===== src/rtl/complex_accumulator.sv =====
// Frame accumulator for complex products: sums N signed real/imag parts per frame
// and holds each finished frame in a valid/ready output register while the next one builds.
module complex_accumulator #(
  parameter int N     = 8,
  parameter int ACC_W = 20
) (
  input  logic                    Clk,
  input  logic                    Reset,
  input  logic                    Clear,
  input  logic                    InValid,
  output logic                    InReady,
  input  logic [33:0]             Product,
  output logic                    OutValid,
  input  logic                    OutReady,
  output logic signed [ACC_W-1:0] AccReal,
  output logic signed [ACC_W-1:0] AccImag,
  output logic                    Overflow
);

  localparam int CNT_W = $clog2(N);
  localparam logic [CNT_W-1:0] LAST = CNT_W'(N - 1);

  logic signed [ACC_W-1:0] acc_r, acc_i;
  logic signed [ACC_W-1:0] re_ext, im_ext, sum_r, sum_i;
  logic signed [16:0]      re, im;
  logic [CNT_W-1:0]        cnt;
  logic                    ovf;
  logic                    add_ovf;
  logic                    last;
  logic                    in_fire;
  logic                    out_fire;

  assign re     = Product[33:17];
  assign im     = Product[16:0];
  assign re_ext = ACC_W'(re);
  assign im_ext = ACC_W'(im);
  assign sum_r  = acc_r + re_ext;
  assign sum_i  = acc_i + im_ext;

  // Signed wrap: operands agree in sign but the sum does not.
  assign add_ovf =
    ((acc_r[ACC_W-1] == re_ext[ACC_W-1]) && (sum_r[ACC_W-1] != acc_r[ACC_W-1])) ||
    ((acc_i[ACC_W-1] == im_ext[ACC_W-1]) && (sum_i[ACC_W-1] != acc_i[ACC_W-1]));

  assign last     = (cnt == LAST);
  // Stall only when the completing sample would overwrite a result still held.
  assign InReady  = !Clear && !(last && OutValid && !OutReady);
  assign in_fire  = InValid && InReady;
  assign out_fire = OutValid && OutReady;

  always_ff @(posedge Clk or posedge Reset) begin
    if (Reset) begin
      acc_r <= '0;
      acc_i <= '0;
      cnt   <= '0;
      ovf   <= 1'b0;
    end else if (Clear || (in_fire && last)) begin
      acc_r <= '0;
      acc_i <= '0;
      cnt   <= '0;
      ovf   <= 1'b0;
    end else if (in_fire) begin
      acc_r <= sum_r;
      acc_i <= sum_i;
      cnt   <= cnt + 1'b1;
      ovf   <= ovf | add_ovf;
    end
  end

  always_ff @(posedge Clk or posedge Reset) begin
    if (Reset) begin
      OutValid <= 1'b0;
      AccReal  <= '0;
      AccImag  <= '0;
      Overflow <= 1'b0;
    end else if (in_fire && last) begin
      OutValid <= 1'b1;
      AccReal  <= sum_r;
      AccImag  <= sum_i;
      Overflow <= ovf | add_ovf;
    end else if (out_fire) begin
      OutValid <= 1'b0;
    end
  end

endmodule


===== config.mk =====
export PLATFORM = sky130hd
export DESIGN_NAME = complex_accumulator
export DESIGN_NICKNAME = d
export VERILOG_FILES = /design/src/rtl/complex_accumulator.sv
export SDC_FILE = /design/constraint.sdc
export NUM_CORES = 1
export LEC_CHECK = 0
export CORE_MARGIN = 2
export CORE_UTILIZATION = 28
export CTS_CLUSTER_DIAMETER = 40
export DETAILED_ROUTE_END_ITERATION = 7
export GPL_ROUTABILITY_DRIVEN = 0
export SETUP_SLACK_MARGIN = 0.3
export SLEW_MARGIN = 20
export SYNTH_ARGS = -nofsm -noshare
export SYNTH_HDL_FRONTEND = slang
export SYNTH_SLANG_ARGS = --single-unit

===== constraint.sdc =====
create_clock -name Clk -period 2.6 [get_ports Clk]
set_input_delay 0.26 -clock Clk [delete_from_list [all_inputs] [get_ports Clk]]
set_output_delay 0.26 -clock Clk [all_outputs]
set_load 0.02 [all_outputs]

==> impl_metrics.toml <==
[sta]
fin_setup_tns_ns = 0
setup_viol = 0
hold_viol_final = 0
max_freq_ghz = 0.394
period_minus_slack_ns = 2.54
maxSlewViolCount = 0
skew_ns = 0.00976
worstMarginPinSlew_ns = 0.548
timing.final.crit_share_pct = 97.7
rsz0062_at_grt = "yes"
relSlewSlack_pct = 63.4

[worst_setup_path]
critical_path_class = "register to register"
path_max_fanout = 2
reg2reg_from = "acc_r[0]$_DFFE_PP0P_"
worstRegToRegCells = 11
cp.arrival_ns = 2.78
timing.critical_path.from_type = "register"
cp.required_ns = 2.84
rrSetupSlack_ns = 0.06
timing.rr.end = "AccReal[16]$_DFFE_PP0P_"
end_kind = "register"

[yosys]
ys.warnings.count = 0
synth-edff-count = 0
ys.flop_type = "dfrtp_1"
async_reset_ff_share_pct = 100
ys_types = 60
postSynthCellCount = 532
yosys_register_bits = 86
synth_fp_nets = 613
syn_avg_cell_area_um2 = 9.65
synth_area_mm2 = 0.00513
seq_area_frac_synth_pct = 41.9

[die]
die_area_mm2 = 0.0194
num_rows = 49
core_area_mm2 = 0.0180
ios = 82
die_h_um = 139
die_x_um = 139
start_util_pct = 28.6

[grt]
antenna_found_initial = 0
grt_pass1_wl_um = 23700
use_met2_pct = 25.7
grt_pass1_vias = 4631
use_met3_pct = 4.27
use_met1_pct = 19.4
grt_usage_pct = 15.2
top_usage_layer = "met2"
overflow = 0
grt_max_degree = 31

[route]
via_per_inst = 4.94
vias = 4487
avgRoutedWirePerCell_um = 16.2
drc = 0
drt-total-wl_um = 14700
drt_first_pass_iters = 4
final_antenna_net_count = 0
drt_iter0_markers = 207

[finish]
mostFrequentLayoutCell = "nand2_1"
antenna_cells = 0
ff_latch_area_mm2 = 0.00215
nFillCells = 1721
layout.cells.non_filler = 908
drive_gt1_share_pct = 24.9
syn_to_final_growth_pct = 46.5
multi_input_area_mm2 = 0.00334
layout.nets = 756
final_cell_mix = "nand2_1, dfrtp_1, clkdlybuf4s50_1, buf_4, ha_1"

[place]
io_buffers = 81
dp_hpwl_um = 10300
placed_cells = 878

[clocking]
clock_latency_ns = 0.35
htree_levels = 3
cts_root_buffer = "clkbuf_16"
cts_buffer_depth = 2
path_clk_slew_ns = 0.07
cts_num_sinks = 86
cts_buffers = 9
cts_tree = "done"

[pwr]
power.leakage_nw = 3.52
ir_drop_mv = 0.357
total_power_mw = 5.28
powerDensity_mw_per_mm2 = 702

[flow_run]
drv_cap = 0

[min_path]
hold_path_class = "input port to asynchronous set/reset pin"

[run_status]
status = "finished clean"
[critical path: stages (launching register included)]
cell and delay (ns):
dfrtp_1 0.38, ha_2 0.19, inv_2 0.05, fa_2 0.18
nor2b_1 0.04, o21a_1 0.18, o21a_1 0.19, o31a_1 0.34
or2_4 0.25, a211oi_2 0.24, xnor2_1 0.13, mux2_4 0.27
[cell type report]
| class | count | area share, % |
|---|---|---|
| clock buffers | 12 | 3.41 |
| clock inverters | 3 | 0.898 |
| inverters | 11 | 0.599 |
| multi-input cells | 416 | 44.4 |
| flip-flops and latches | 86 | 28.6 |
| well taps | 229 | 3.81 |
| repair buffers | 151 | 18.2 |
[per-layer routing]
metal / share of wire (%) / up-vias
li1: - / 2200
met1: 45 / 2186
met2: 49 / 94
met3: 4.7 / 7
met4: 0.69 / 0
met5: 0 / -
[metrics by stage]
| step | instance area [um^2] | setup slack (ns) | utilization, % | hold WS, ns |
|---|---|---|---|---|
| 6_report | 7520 | 0.0602 | 41.9 | 0.315 |
| 3_5_place_dp | 6640 | -0.259 | 36.9 | 0.465 |
| 5_1_grt | 7520 | -0.0374 | 41.9 | 0.346 |
| 2_1_floorplan | 5170 | 0.226 | - | 0.326 |
| 4_1_cts | 7170 | 0.0640 | 39.9 | 0.320 |
| 3_3_place_gp | 6640 | -0.202 | 36.9 | 0.458 |
[cell families (layout without fill, tap and decap cells)]
logic type	Yosys count	count (layout)	synth area share, %
AND/OR/NAND/NOR	173	173	15.4
multiplexers	10	10	2.12
adder cells (fa/ha/maj)	42	42	10.5
buffers and inverters	30	177	2.24
AO/OA/AOI/OAI	162	162	22.7
flip-flops	86	86	41.9
XOR/XNOR	29	29	5.09
[timing repair]
item	4_1_cts	5_1_grt
gates resized for setup	42	55
hold buffers	0	0
endpoints found under the setup margin	34	41
setup buffers	7	8
pin swaps	32	46
[cell usage after synthesis (all sizes together), types with 4 or more instances]
| cell | count | share of area (%) |
|---|---|---|
| nor2 | 22 | 1.6 |
| nand2 | 99 | 7.2 |
| nand2b | 9 | 1.1 |
| a211oi | 5 | 0.83 |
| and3 | 6 | 0.73 |
| xnor2 | 19 | 3.4 |
| a21o | 14 | 2.1 |
| a21boi | 4 | 0.58 |
| a22o | 28 | 4.8 |
| nand3 | 6 | 0.68 |
| a31oi | 4 | 0.78 |
| inv | 11 | 0.80 |
| nor3 | 7 | 0.68 |
| a21oi | 34 | 3.3 |
| o31ai | 4 | 1.0 |
| nor2b | 6 | 0.73 |
| o21ai | 45 | 4.5 |
| dfrtp | 86 | 42 |
| xor2 | 10 | 1.7 |
| mux2 | 7 | 1.5 |
| clkbuf | 17 | 1.2 |
| ha | 40 | 9.7 |
| o21a | 7 | 1.0 |
[power breakdown]
| part | switching (mW) | leakage, nW | internal, mW |
|---|---|---|---|
| clock network | 0.543 | 0.155 | 0.890 |
| logic | 1.15 | 2.19 | 1.10 |
| registers | 0.105 | 1.17 | 1.49 |
| total | 1.80 | 3.52 | 3.48 |
[worst max path at each step]
stage / startpoint / end
after CTS: acc_r[0]$_DFFE_PP0P_ / AccReal[16]$_DFFE_PP0P_
after floorplan: acc_r[0]$_DFFE_PP0P_ / AccReal[16]$_DFFE_PP0P_
after global routing: acc_r[0]$_DFFE_PP0P_ / AccReal[16]$_DFFE_PP0P_
after detailed placement: Product[0] / acc_i[16]$_DFFE_PP0P_
final: acc_r[0]$_DFFE_PP0P_ / AccReal[16]$_DFFE_PP0P_
after global placement: Product[6] / Overflow$_DFFE_PP0P_
[state kept, by name, summed over array words and instances (netlist names)]
signal and flops:
cnt 3, AccImag 20, OutValid 1, AccReal 20
ovf 1, Overflow 1, acc_i 20, acc_r 20
Note: power is estimated with default switching activity, not from simulation.
